--- src/rtl/pu_riscv_host_csr.sv ---
// ============================================================================
// pu_riscv_host_csr : core-side tohost/fromhost CSR owner with host req/ack link
// Revision: 1.0
// ============================================================================
`default_nettype none

module pu_riscv_host_csr #(
  parameter int          XLEN          = 32,
  parameter logic [11:0] TOHOST_ADDR   = 12'h780,
  parameter logic [11:0] FROMHOST_ADDR = 12'h781
) (
  input  logic            rstn,
  input  logic            clk,
  input  logic            csr_we,
  input  logic [11:0]     csr_addr,
  input  logic [XLEN-1:0] csr_wdata,
  output logic [XLEN-1:0] csr_rdata,
  output logic            csr_hit,
  input  logic            host_csr_req,
  output logic            host_csr_ack,
  input  logic            host_csr_we,
  input  logic [XLEN-1:0] host_csr_fromhost,
  output logic [XLEN-1:0] host_csr_tohost,
  output logic            tohost_pending,
  output logic            host_irq
);

  typedef enum logic [0:0] {
    S_IDLE = 1'b0,
    S_ACK  = 1'b1
  } state_t;

  state_t            state_q;
  logic              ack_q;
  logic              pending_q;
  logic [XLEN-1:0]   tohost_q;
  logic [XLEN-1:0]   fromhost_q;

  logic              w_cpu_to_wr;
  logic              w_cpu_from_wr;
  logic              w_accept;

  assign w_cpu_to_wr   = csr_we && (csr_addr == TOHOST_ADDR);
  assign w_cpu_from_wr = csr_we && (csr_addr == FROMHOST_ADDR);
  assign w_accept      = (state_q == S_IDLE) && host_csr_req;

  always_ff @(posedge clk or negedge rstn) begin
    if (!rstn) begin
      state_q    <= S_IDLE;
      ack_q      <= 1'b0;
      pending_q  <= 1'b0;
      tohost_q   <= '0;
      fromhost_q <= '0;
    end else begin
      case (state_q)
        S_IDLE: begin
          if (host_csr_req) begin
            state_q <= S_ACK;
            ack_q   <= 1'b1;
          end
        end
        S_ACK: begin
          if (!host_csr_req) begin
            state_q <= S_IDLE;
            ack_q   <= 1'b0;
          end
        end
        default: begin
          state_q <= S_IDLE;
          ack_q   <= 1'b0;
        end
      endcase

      // CPU tohost write outranks a host consume on the same edge
      if (w_cpu_to_wr) begin
        tohost_q  <= csr_wdata;
        pending_q <= |csr_wdata;
      end else if (w_accept && !host_csr_we) begin
        tohost_q  <= '0;
        pending_q <= 1'b0;
      end

      // Host fromhost write outranks a CPU fromhost write on the same edge
      if (w_accept && host_csr_we) begin
        fromhost_q <= host_csr_fromhost;
      end else if (w_cpu_from_wr) begin
        fromhost_q <= csr_wdata;
      end
    end
  end

  always_comb begin
    csr_rdata = '0;
    csr_hit   = 1'b0;
    if (csr_addr == TOHOST_ADDR) begin
      csr_rdata = tohost_q;
      csr_hit   = 1'b1;
    end else if (csr_addr == FROMHOST_ADDR) begin
      csr_rdata = fromhost_q;
      csr_hit   = 1'b1;
    end
  end

  assign host_csr_ack    = ack_q;
  assign host_csr_tohost = tohost_q;
  assign tohost_pending  = pending_q;
  assign host_irq        = |fromhost_q;

endmodule

`default_nettype wire
--- config.mk ---
export PLATFORM = sky130hd
export DESIGN_NAME = pu_riscv_host_csr
export DESIGN_NICKNAME = d
export VERILOG_FILES = /design/src/rtl/pu_riscv_host_csr.sv
export SDC_FILE = /design/constraint.sdc
export NUM_CORES = 1
export LEC_CHECK = 0
export CORE_MARGIN = 4
export CORE_UTILIZATION = 45
export DETAILED_ROUTE_END_ITERATION = 10
export PLACE_DENSITY = 0.82
export SYNTH_ARGS = -nofsm -noshare
export SYNTH_HDL_FRONTEND = slang
export SYNTH_SLANG_ARGS = --single-unit
--- constraint.sdc ---
create_clock -name clk -period 5 [get_ports clk]
set_input_delay 1.5 -clock clk [delete_from_list [all_inputs] [get_ports clk]]
set_output_delay 1.5 -clock clk [all_outputs]
set_load 0.03 [all_outputs]
After elaboration in Yosys (flattened, before gate mapping)
Cells that the tools add are included.
{"block": "word_totals", "n_memories": 0, "output_inout_bits": 68, "word_cells": 35, "rom_bits": 0, "input_bits": 81, "latch_bits": 0, "ramBits": 0, "regBits": 67}
{"block": "classes", "n_eq_ne": 4, "div": 0, "order_cmp": 0, "n_bitwise": 1, "n_reduce_logical": 11, "addsub": 0, "multipliers": 0, "n_mux": 14, "shift": 0}
{"operator": "two-way mux 32 bit", "count": 6}
{"operator": "OR reduction 32 bit", "count": 2}
{"operator": "equality test 12 x 11 -> 1 bit, second input constant", "count": 2}
{"operator": "two-way mux 1 bit", "count": 7}
{"operator": "logical AND 1 bit", "count": 5}
{"operator": "inequality test 2 bit, second input constant", "count": 2}
{"operator": "nonzero test 2 bit", "count": 2}
{"operator": "one-hot mux 1 bit (2 select lines)", "count": 1}
{"operator": "AND reduction 2 bit", "count": 1}
{"operator": "zero test 1 bit", "count": 1}
{"operator": "NOT 1 bit", "count": 1}

Depth between registers and ports, before layout
{"block": "depth", "word_depth": 5, "ltp_mapped": 7}

Least setup slack after synthesis
OpenSTA, ideal clock, no wires.
{"block": "synth_timing", "kind": "input -> output", "startpoint": "input csr_addr[1]", "endpoint": "output csr_rdata[10]", "t_arrival_ps": 3147, "cell_stages": 5, "required_time_ps": 3500, "setup_slack_ps": 353, "path_buffers": 2, "path_cell_list": "or3_1 or4_1 buf_6 clkbuf_1 nor2_1"}
{"block": "synth_via", "elab_chain_cells": 3}
{"element": "start, declared", "line": "15", "source": "input logic [11:0] csr_addr,"}
{"element": "equality test 12 x 11 -> 1 bit", "line": "98", "source": "end else if (csr_addr == FROMHOST_ADDR) begin"}
{"element": "two-way mux 32 bit", "line": "98"}
{"element": "two-way mux 32 bit *", "line": "95", "source": "if (csr_addr == TOHOST_ADDR) begin"}
{"element": "end, declared", "line": "17", "source": "output logic [XLEN-1:0] csr_rdata,"}
Every way passes the cells marked *; elsewhere a longest branch is shown, timed or not.

Final worst setup path
{"block": "layout_timing", "startpoint": "input csr_addr[1]", "endpoint": "output csr_rdata[25]"}
Same word-level chain as after synthesis.

==> results.cfg <==
[final_layout]
drive_above_1_share = 0.261
final_area_um2 = 5570
syn_to_final_growth_pct = 47.7
diodes = 0
final_core_util = 0.682
fin_nets = 582

[clock_network]
post_cts_buffers = 0
cts_buffers = 9
cts_hold_buf = 0
post_cts_resized = 0
cts_sinks = 67
cts.root.buffer_cell = clkbuf_8
cts_tree = yes
path_clk_slew_ns = 0.07
insertion_delay_ns = 0.34
clockBufferDepth = 2
htreeDepth = 3

[floorplan]
dieArea_um2 = 9910
fp.coreArea_um2 = 8180
start_util = 0.461
fp-row-count = 33
pin_count = 149
die_h_um = 99.6
dieWidth_um = 99.6

[logic_synthesis]
synth_edf_count = 0
yosys_warnings = 0
syn_area_um2 = 3770
ys_types = 27
ys_seq_elements = 67
synth_nets = 437
seq_area_frac_synth = 0.444
avgSynthCellArea_um2 = 10.6
async_reset_ff_frac = 1.00
synth-main-ff-cell = dfrtp_1
synthCells = 355

[routing]
vias = 3308
wl_met3_um = 769
wire_per_inst_um = 18.5
postRouteAntennaNets = 0
routed.top_layer = met4
viasPerCell = 5.42
routed_wl_um = 11300
first_iter_violations = 116
wl_met2_um = 5750
drt-met1-wl_um = 4610
remaining_drc_errors = 0
dr.pass1.iters = 4

[worst_setup_path]
startpoint = csr_addr[1]
cp.required_ns = 3.50
crit_type = input port to output pin
cp-start-kind = input port
end_kind = output pin
arrival_ns = 3.38
crit_path_max_fanout = 34
reg2reg_slack_ns = 3.14
r2r-start = state_q

[timing]
fmax_mhz = 205
finalCritPeriodShare = 0.977
setup_viol = 0
finClkSkew_ns = 0.00691
tns_ns = 0
slew_violations = 0
finalCriticalPeriod_ns = 4.88
worst_pin_slew_ns = 0.694
hold_viol = 0
slew-limit-headroom = 0.537
fin_ws_ns = 0.117
rsz0062_at_grt = no

[min_path]
worstHoldPathType = register to register
hp-start = state_q

[place]
port-buffer-count = 148
dp_hpwl_um = 8240
dp_slack_ns = 0.121
placed_area_um2 = 5290
gp_congestion = 0.779

[pwr]
clock_power_share = 0.413
p_int_uw = 1200
switching_share = 0.228
p_leak_uw = 0.00246
total_power_uw = 1560
p_per_area_nw_per_um2 = 279
p_sw_uw = 355
irDropWorstVdd_mv = 0.252
seq_power_share = 0.418
pwr-share-comb = 0.169

[grt]
grt_first_pass_wirelength_um = 18100
grt_pass1_vias = 3532
antenna_found_initial = 0
globalRouteOverflowTotal = 0
grt.total_usage = 0.230
grt_max_degree = 40

[run]
drv_cap = 0

[run_status]
run_status = completed
==> through the flow <==
step / instances / hold slack (ns)
after floorplan: 355 / 0.435
after global placement: 594 / 0.446
after detailed placement: 594 / 0.458
after CTS: 610 / 0.471
after global routing: 610 / 0.493
final: 610 / 0.471
==> final cells by class <==
class,count,area [um2]
flip-flops and latches,67,1680
well taps,105,131
clock buffers,9,124
inverters,2,8.76
fillers,657,2600
clock inverters,7,164
multi-input cells,262,1970
repair buffers,158,1500
==> per-layer routing <==
layer,vias up,track usage
met5,-,0
met4,0,0.0504
met3,14,0.0540
met2,130,0.402
met1,1638,0.290
li1,1526,-
==> cells in the final DEF, fill, tap and decap left out, drive strengths merged <==
master,netlist,layout
or4b,1,1
clkbuf,12,9
dfrtp,67,67
nor3b,1,1
nand4b,1,1
o21ai,33,33
inv,1,1
clkinv,1,3
clkdlybuf4s50,0,113
mux2,64,64
ha,1,1
nand4,4,4
a32oi,1,1
nor2,33,33
nor4,17,17
or2,2,2
mux2i,33,33
or4,1,1
or3,1,1
nand2b,2,2
bufinv,0,5
buf,12,45
nand2,67,67
==> final timing paths <==
path                                       to  cells past startpoint
max                             csr_rdata[25]                      6
min                              host_csr_ack                      1
max reg2reg                host_csr_tohost[0]                      6
min reg2reg                      host_csr_ack                      1
max in group asynchronous       fromhost_q[1]                      2
min in group asynchronous       fromhost_q[2]                      1
==> worst max-delay path: stages <==
cell and delay, ns:
clkdlybuf4s50_1 0.40, or3_1 0.38, or4_1 0.53, buf_12 0.21, nor2_1 0.17, buf_4 0.19
==> registers in the layout, indices dropped and copies added, names as in the netlist <==
name / flops
fromhost_q: 32
host_csr_ack: 1
host_csr_tohost: 32
state_q: 1
tohost_pending: 1
==> power groups by stage <==
stage | Clock [uW] | Sequential (uW) | Combinational (uW)
finish | 644 | 650 | 263
global route | 676 | 658 | 282
CTS | 651 | 649 | 264
detailed placement | 0 | 659 | 262
global placement | 0 | 656 | 256
floorplan | 0 | 643 | 152
==> synth_stat cells (all sizes together) (2+ instances only) <==
| cell type | instances | share of area |
|---|---|---|
| mux2i | 33 | 0.088 |
| dfrtp | 67 | 0.44 |
| nand2b | 2 | 0.0033 |
| nor2 | 33 | 0.033 |
| buf | 12 | 0.022 |
| nand4 | 4 | 0.0066 |
| or2 | 2 | 0.0033 |
| nor4 | 17 | 0.030 |
| nand2 | 67 | 0.067 |
| clkbuf | 12 | 0.013 |
| mux2 | 64 | 0.22 |
| o21ai | 33 | 0.044 |
==> logic make-up (layout without fill, tap and decap cells) <==
family	count (synthesis)	after routing	share of synthesized area
compound gates	34	34	0.0511
flops	67	67	0.444
fa+ha+maj	1	1	0.00332
mux	97	97	0.308
buf+inv	26	176	0.0365
simple gates	130	130	0.156
Note: power is estimated with default switching activity, not from simulation.
